[src/rtl/mc_cpu_core_if.sv]
// Memory bus of the multi-cycle core.
// A transfer completes on a rising edge with mem_req & mem_ready.
interface mc_cpu_core_if #(
  parameter int DATA_W = 32
);
  logic [DATA_W-1:0] mem_addr;
  logic [DATA_W-1:0] mem_wdata;
  logic [DATA_W-1:0] mem_rdata;
  logic              mem_req;
  logic              mem_we;
  logic              mem_ready;

  modport master (
    output mem_addr, mem_wdata, mem_req, mem_we,
    input  mem_rdata, mem_ready
  );

  modport slave (
    input  mem_addr, mem_wdata, mem_req, mem_we,
    output mem_rdata, mem_ready
  );
endinterface

[src/rtl/mc_cpu_core.sv]
// Multi-cycle MIPS-like core: FETCH/DECODE/EXEC/MEM/WB over one memory port.
// Define OVF_TRAP_EN to trap on signed overflow of ADD/SUB/ADDI.
module mc_cpu_core #(
  parameter int              DATA_W   = 32,
  parameter int              NREGS    = 32,
  parameter logic [DATA_W-1:0] RESET_PC = '0
) (
  input  logic          clock,
  input  logic          reset,
  mc_cpu_core_if.master bus,
  output logic          halted,
  output logic          exc,
  output logic [2:0]    state_dbg
);
  localparam int AW  = $clog2(NREGS);
  localparam int MSB = DATA_W - 1;

  typedef enum logic [2:0] {
    S_FETCH  = 3'd0,
    S_DECODE = 3'd1,
    S_EXEC   = 3'd2,
    S_MEM    = 3'd3,
    S_WB     = 3'd4,
    S_HALT   = 3'd5,
    S_TRAP   = 3'd6
  } state_e;

  localparam logic [5:0] OP_R    = 6'h00;
  localparam logic [5:0] OP_ADDI = 6'h08;
  localparam logic [5:0] OP_LW   = 6'h23;
  localparam logic [5:0] OP_SW   = 6'h2B;
  localparam logic [5:0] OP_BEQ  = 6'h04;
  localparam logic [5:0] OP_J    = 6'h02;
  localparam logic [5:0] OP_HALT = 6'h3F;
  localparam logic [5:0] F_ADD   = 6'h20;
  localparam logic [5:0] F_SUB   = 6'h22;
  localparam logic [5:0] F_AND   = 6'h24;
  localparam logic [5:0] F_OR    = 6'h25;
  localparam logic [5:0] F_SLT   = 6'h2A;

  state_e            state_q, state_d;
  logic [DATA_W-1:0] pc_q, pc_d;
  logic [31:0]       ir_q, ir_d;
  logic [DATA_W-1:0] a_q, a_d, b_q, b_d;
  logic [DATA_W-1:0] alu_q, alu_d, mdr_q, mdr_d;
  logic [DATA_W-1:0] regs_q [NREGS];

  logic              we_rf;
  logic [AW-1:0]     wa;
  logic [DATA_W-1:0] wd;

  logic [5:0]        op, funct;
  logic [AW-1:0]     rs, rt, rd;
  logic [DATA_W-1:0] simm, alu_res;
  logic              ovf;
  logic is_add, is_sub, is_and, is_or, is_slt, is_r;
  logic is_addi, is_lw, is_sw, is_beq, is_j;

  assign op    = ir_q[31:26];
  assign funct = ir_q[5:0];
  assign rs    = ir_q[21 +: AW];
  assign rt    = ir_q[16 +: AW];
  assign rd    = ir_q[11 +: AW];
  assign simm  = {{(DATA_W-16){ir_q[15]}}, ir_q[15:0]};

  assign is_add  = (op == OP_R) && (funct == F_ADD);
  assign is_sub  = (op == OP_R) && (funct == F_SUB);
  assign is_and  = (op == OP_R) && (funct == F_AND);
  assign is_or   = (op == OP_R) && (funct == F_OR);
  assign is_slt  = (op == OP_R) && (funct == F_SLT);
  assign is_r    = is_add | is_sub | is_and | is_or | is_slt;
  assign is_addi = (op == OP_ADDI);
  assign is_lw   = (op == OP_LW);
  assign is_sw   = (op == OP_SW);
  assign is_beq  = (op == OP_BEQ);
  assign is_j    = (op == OP_J);

  // Default result is A + imm: that is also the LW/SW effective address.
  always_comb begin
    alu_res = a_q + simm;
    ovf     = 1'b0;
    unique case (1'b1)
      is_add: begin
        alu_res = a_q + b_q;
        ovf = (a_q[MSB] == b_q[MSB]) && (alu_res[MSB] != a_q[MSB]);
      end
      is_sub: begin
        alu_res = a_q - b_q;
        ovf = (a_q[MSB] != b_q[MSB]) && (alu_res[MSB] != a_q[MSB]);
      end
      is_and: alu_res = a_q & b_q;
      is_or:  alu_res = a_q | b_q;
      is_slt: alu_res = {{(DATA_W-1){1'b0}}, $signed(a_q) < $signed(b_q)};
      is_addi: begin
        ovf = (a_q[MSB] == simm[MSB]) && (alu_res[MSB] != a_q[MSB]);
      end
      default: ;
    endcase
  end

  always_comb begin
    state_d = state_q;
    pc_d    = pc_q;
    ir_d    = ir_q;
    a_d     = a_q;
    b_d     = b_q;
    alu_d   = alu_q;
    mdr_d   = mdr_q;
    we_rf   = 1'b0;
    wa      = rd;
    wd      = alu_q;
    bus.mem_req  = 1'b0;
    bus.mem_we   = 1'b0;
    bus.mem_addr = pc_q;
    unique case (state_q)
      S_FETCH: begin
        bus.mem_req = 1'b1;
        if (bus.mem_ready) begin
          ir_d    = bus.mem_rdata[31:0];
          pc_d    = pc_q + DATA_W'(4);
          state_d = S_DECODE;
        end
      end
      S_DECODE: begin
        a_d     = regs_q[rs];
        b_d     = regs_q[rt];
        state_d = (op == OP_HALT) ? S_HALT : S_EXEC;
      end
      S_EXEC: begin
        alu_d   = alu_res;
        state_d = S_FETCH;
        if (is_r || is_addi) state_d = S_WB;
        if (is_lw || is_sw)  state_d = S_MEM;
        if (is_beq && (a_q == b_q)) pc_d = pc_q + (simm << 2);
        if (is_j) pc_d = {pc_q[MSB:28], ir_q[25:0], 2'b00};
`ifdef OVF_TRAP_EN
        // PC already holds faulting address + 4.
        if (ovf) state_d = S_TRAP;
`endif
      end
      S_MEM: begin
        bus.mem_req  = 1'b1;
        bus.mem_we   = is_sw;
        bus.mem_addr = alu_q;
        if (bus.mem_ready) begin
          if (is_lw) begin
            mdr_d   = bus.mem_rdata;
            state_d = S_WB;
          end else begin
            state_d = S_FETCH;
          end
        end
      end
      S_WB: begin
        we_rf = 1'b1;
        if (is_lw) begin
          wa = rt;
          wd = mdr_q;
        end else if (is_addi) begin
          wa = rt;
        end
        state_d = S_FETCH;
      end
      S_HALT, S_TRAP: ;
      default: state_d = S_FETCH;
    endcase
    // Request must drop the instant reset asserts, even mid-transfer.
    if (!reset) bus.mem_req = 1'b0;
  end

  assign bus.mem_wdata = b_q;

  always_ff @(posedge clock or negedge reset) begin
    if (!reset) begin
      state_q <= S_FETCH;
      pc_q    <= RESET_PC;
      ir_q    <= '0;
      a_q     <= '0;
      b_q     <= '0;
      alu_q   <= '0;
      mdr_q   <= '0;
      for (int i = 0; i < NREGS; i++) regs_q[i] <= '0;
    end else begin
      state_q <= state_d;
      pc_q    <= pc_d;
      ir_q    <= ir_d;
      a_q     <= a_d;
      b_q     <= b_d;
      alu_q   <= alu_d;
      mdr_q   <= mdr_d;
      if (we_rf && (wa != '0)) regs_q[wa] <= wd;
    end
  end

  assign halted    = (state_q == S_HALT);
  assign state_dbg = state_q;

  logic unused_bits;
`ifdef OVF_TRAP_EN
  assign exc = (state_q == S_TRAP);
  assign unused_bits = ^{ir_q[10:6], ir_q[25:21]};
`else
  assign exc = 1'b0;
  assign unused_bits = ^{ir_q[10:6], ir_q[25:21], ovf};
`endif
endmodule

[src/flat_wrapper.sv]
// flat-port wrapper written by rule: the top's interface ports become plain ports
module mc_cpu_core_flat 
#(
  parameter int              DATA_W   = 32,
  parameter int              NREGS    = 32,
  parameter logic [DATA_W-1:0] RESET_PC = '0
)
  (clock, reset, halted, exc, state_dbg, bus_mem_addr, bus_mem_wdata, bus_mem_req, bus_mem_we, bus_mem_rdata, bus_mem_ready);
  mc_cpu_core_if #(.DATA_W(DATA_W)) bus_i ();
  input  logic clock;
  input  logic reset;
  output logic halted;
  output logic exc;
  output logic [2:0] state_dbg;
  output wire logic [$bits(bus_i.mem_addr)-1:0] bus_mem_addr;
  output wire logic [$bits(bus_i.mem_wdata)-1:0] bus_mem_wdata;
  output wire logic [$bits(bus_i.mem_req)-1:0] bus_mem_req;
  output wire logic [$bits(bus_i.mem_we)-1:0] bus_mem_we;
  input wire logic [$bits(bus_i.mem_rdata)-1:0] bus_mem_rdata;
  input wire logic [$bits(bus_i.mem_ready)-1:0] bus_mem_ready;
  assign bus_mem_addr = bus_i.mem_addr;
  assign bus_mem_wdata = bus_i.mem_wdata;
  assign bus_mem_req = bus_i.mem_req;
  assign bus_mem_we = bus_i.mem_we;
  assign bus_i.mem_rdata = bus_mem_rdata;
  assign bus_i.mem_ready = bus_mem_ready;
  mc_cpu_core #(.DATA_W(DATA_W), .NREGS(NREGS), .RESET_PC(RESET_PC)) u_core (.clock(clock), .reset(reset), .bus(bus_i), .halted(halted), .exc(exc), .state_dbg(state_dbg));
endmodule
[config.mk]
export PLATFORM = sky130hd
export DESIGN_NAME = mc_cpu_core_flat
export DESIGN_NICKNAME = d
export VERILOG_FILES = /design/src/rtl/mc_cpu_core_if.sv /design/src/rtl/mc_cpu_core.sv /design/src/flat_wrapper.sv
export SDC_FILE = /design/constraint.sdc
export NUM_CORES = 2
export LEC_CHECK = 0
export ABC_AREA = 0
export CAP_MARGIN = 25
export CORE_MARGIN = 4
export CORE_UTILIZATION = 39
export CTS_BUF_LIST = sky130_fd_sc_hd__clkbuf_4
export DETAILED_ROUTE_END_ITERATION = 8
export SETUP_SLACK_MARGIN = 0.02
export SYNTH_ARGS = -nofsm -noshare
export SYNTH_HDL_FRONTEND = slang
export SYNTH_SLANG_ARGS = --single-unit
[constraint.sdc]
create_clock -name clock -period 11.86 [get_ports clock]
set_input_delay 2.965 -clock clock [delete_from_list [all_inputs] [get_ports clock]]
set_output_delay 2.965 -clock clock [all_outputs]
set_load 0.02 [all_outputs]
==> flow_metrics.env <==
export IMPL_status="complete, no violations"
export IMPL_syn_avg_cell_area_um2=10.8
export IMPL_wl_per_cell_um=25.7
export IMPL_overflow=0
export IMPL_cp_start_kind="primary input"
export IMPL_clkPwrFrac_pct=17.8
export IMPL_place_gp_congestion=0.950
export IMPL_crit_type="primary input to output port"
export IMPL_r2r_start="u_core.ir_q[30]"
export IMPL_switching_share_pct=43.1
export IMPL_clk_latency_ps=1360
export IMPL_synth_edf_count=0
export IMPL_routed_wl_mm=225
export IMPL_synth_seq_cells=1217
export IMPL_cp_end_kind="output port"
export IMPL_num_rows=152
export IMPL_ys_warnings_count=0
export IMPL_drtPass1Iterations=8
export IMPL_worstPathArrival_ps=4480
export IMPL_post_route_drc_count=0
export IMPL_cellPowerDensity_nw_per_um2=279
export IMPL_combPwrFrac_pct=48.1
export IMPL_fin_crit_ps=7450
export IMPL_finalWorstSetupSlack_ps=4410
export IMPL_seqPwrFrac_pct=34.1
export IMPL_ys_types=79
export IMPL_worst_hold_slack_ps=396
export IMPL_htree_num_levels=5
export IMPL_fin_crit_sh_pct=62.8
export IMPL_met3_usage_pct=4.62
export IMPL_synth_area_top_cells="dfrtp_1 (45%), mux4_2 (21%), a21oi_1 (5.4%)"
export IMPL_setup_violations=0
export IMPL_area_growth_syn_to_layout_pct=10.6
export IMPL_grt_use_total_pct=24.9
export IMPL_antenna_left=0
export IMPL_synth_top_area_share_pct=45.2
export IMPL_power_total_uw=20800
export IMPL_vias=51800
export IMPL_ios=106
export IMPL_critPathMaxStageDelay_ps=670
export IMPL_fin_util_pct=43.4
export IMPL_rrSetupSlack_ps=6130
export IMPL_die_w_um=424
export IMPL_cts_resized=0
export IMPL_startpoint="reset"
export IMPL_hold_class="flop to flop"
export IMPL_hold_buffers=0
export IMPL_tns_ps=0
export IMPL_path_clk_slew_ps=70
export IMPL_clockBufferDepth=4
export IMPL_grt_pass1_wl_mm=335
export IMPL_p_leak_uw=0.0322
export IMPL_busiest_layer="met2"
export IMPL_fmax_ghz=0.134
export IMPL_dr_first_iter_drc_count=5571
export IMPL_cts_tree="yes"
export IMPL_grt_max_degree=170
export IMPL_synth_most_common_cell="dfrtp_1"
export IMPL_endpoint="bus_mem_req"
export IMPL_initial_core_util_pct=39.3
export IMPL_via_per_inst=5.91
export IMPL_cp_cell_sequence="buf_12 > nor4b_1 > clkdlybuf4s50_1"
export IMPL_syn_num_nets=6432
export IMPL_worstPathRequired_ps=8900
export IMPL_cp_slowest_cell="clkdlybuf4s50_1"
export IMPL_post_cts_buffers=0
export IMPL_cts_made_buffers=336
export IMPL_synth_commonest_cells="dfrtp_1 (1217), nand2_1 (780), a21oi_1 (728), nor2_1 (720), mux4_2 (640)"
export IMPL_crit_buf_inv=2
export IMPL_grt_pass1_vias=51600
export IMPL_max_slew_margin_pct=21.1
export IMPL_synth_area_leader_cell="dfrtp_1"
export IMPL_worst_path_stages=3
export IMPL_antenna_found_initial=6
export IMPL_place_ws_ps=4410
export IMPL_dieArea_um2=180000
export IMPL_synth_flop_cell="dfrtp_1"
export IMPL_ys_seq_area_share_pct=45.2
export IMPL_rsz0062_at_grt="no"
export IMPL_worst_pin_slew_ps=1180
export IMPL_grtUsageMet1_pct=33.4
export IMPL_power_switching_uw=8990
export IMPL_cp_max_fo=102
export IMPL_peakVddDrop_mv=0.184
export IMPL_drive_gt1_share_pct=22.0
export IMPL_hold_viol=0
export IMPL_clock_sinks=1217
export IMPL_postSynth_asyncResetShare_pct=100
export IMPL_layout_nets=6424
export IMPL_cap_violations=0
export IMPL_met2_usage_pct=38.7
export IMPL_r2r_end="u_core.alu_q[30]"
export IMPL_core_um2=172000
export IMPL_cp_top_family="buffers and inverters"
export IMPL_dpl_hpwl_mm=136
export IMPL_synth_area_um2=67400
export IMPL_final_max_slew_viol_count=0
export IMPL_clock_skew_ps=157
export IMPL_worstRegToRegCells=18
export IMPL_die_h_um=424
export IMPL_cts_root_buf="clkbuf_4"
export IMPL_synthCells=6236
export IMPL_p_int_uw=11900
export IMPL_numPortBuffers=104
## worst register-to-register path, stage by stage (launching register included)
cell and delay, ps:
dfrtp_1 450, nor3_1 440, and4b_1 290, nor3b_2 300
and2_2 710, a21o_1 230, ha_1 200, inv_1 70
fa_1 430, nand2b_1 210, a211oi_2 250, o21bai_1 110
a211o_1 350, a211oi_2 360, o41ai_2 190, o41ai_2 380
a21oi_1 130, or3_1 310, a31oi_1 180
## final cells by class
| type | count | area (um2) |
|---|---|---|
| Antenna cell | 5 | 12.5 |
| Sequential cell | 1217 | 30500 |
| Clock buffer | 484 | 3630 |
| Fill cell | 16300 | 97100 |
| Multi-Input combinational cell | 4313 | 34600 |
| Clock inverter | 72 | 334 |
| Tap cell | 2310 | 2890 |
| Inverter | 118 | 443 |
| Timing Repair Buffer | 242 | 2230 |
## per-layer routing
metal | part of all wire (%) | vias up
met5 | 0.0058 | -
met4 | 5.4 | 2
met3 | 8.5 | 524
met2 | 46 | 2466
met1 | 40 | 26100
li1 | - | 22700
## registers in the layout, indices dropped and copies added, names as in the netlist
signal                count
u_core.mdr_q             32
u_core.regs_q          1024
u_core.state_dbg          3
u_core.alu_q             32
u_core.bus.mem_wdata     32
u_core.a_q               32
u_core.pc_q              30
u_core.ir_q              32
## cell usage in the layout (no fill, tap or decap), types with 12 or more instances in the layout
| cell | count |
|---|---|
| a211oi_1 | 20 |
| a21o_1 | 39 |
| a21oi_1 | 727 |
| a31oi_1 | 24 |
| and3_1 | 14 |
| buf_4 | 129 |
| clkbuf_4 | 484 |
| clkdlybuf4s50_1 | 103 |
| clkinv_1 | 59 |
| dfrtp_1 | 1206 |
| ha_1 | 158 |
| inv_1 | 118 |
| mux2_2 | 42 |
| mux2i_1 | 76 |
| mux2i_2 | 32 |
| mux4_2 | 640 |
| nand2_1 | 777 |
| nand2b_1 | 16 |
| nand3_1 | 38 |
| nand4_1 | 16 |
| nor2_1 | 715 |
| nor2b_1 | 14 |
| nor3_1 | 23 |
| nor4_1 | 14 |
| o21ai_0 | 597 |
| o21bai_1 | 12 |
| o221ai_1 | 12 |
| o22ai_1 | 16 |
| xnor2_1 | 49 |
| xor2_1 | 32 |
## worst min path at each step
| stage | from | cells after the start | end | slack, ps |
|---|---|---|---|---|
| after floorplan | u_core.regs_q[1000] | 1 | u_core.regs_q[1000] | 440 |
| after global placement | u_core.regs_q[996] | 0 | u_core.regs_q[996] | 380 |
| after detailed placement | u_core.regs_q[1023] | 0 | u_core.regs_q[1023] | 380 |
| after CTS | u_core.regs_q[1023] | 0 | u_core.regs_q[1023] | 400 |
| after global routing | u_core.regs_q[1015] | 0 | u_core.regs_q[1015] | 410 |
| final | u_core.regs_q[1006] | 0 | u_core.regs_q[1006] | 400 |
## per-stage QoR
| stage | std cells | instance area [um2] |
|---|---|---|
| floorplan | 6236 | 67400 |
| global placement | 8193 | 70500 |
| detailed placement | 8195 | 70500 |
| CTS | 8751 | 74500 |
| global route | 8758 | 74600 |
| finish | 8761 | 74600 |
## cell families after synthesis
| logic type | after synthesis | synth area share (%) |
|---|---|---|
| buffers and inverters | 706 | 4.10 |
| other | 1 | 0.00556 |
| AO/OA/AOI/OAI | 1560 | 12.6 |
| adder cells (fa/ha/maj) | 161 | 3.02 |
| flip-flops | 1217 | 45.2 |
| XOR/XNOR | 81 | 1.05 |
| AND/OR/NAND/NOR | 1720 | 10.4 |
| multiplexers | 790 | 23.7 |
## power by group through the flow
stage	sequential (uW)	combinational, uW	clock (uW)
6_report	7110	10000	3700
3_5_place_dp	7110	9910	0
2_1_floorplan	6320	7450	0
4_1_cts	7040	9960	3800
5_1_grt	7240	10900	4020
3_3_place_gp	7020	9790	0
Note: power is estimated with default switching activity, not from simulation.
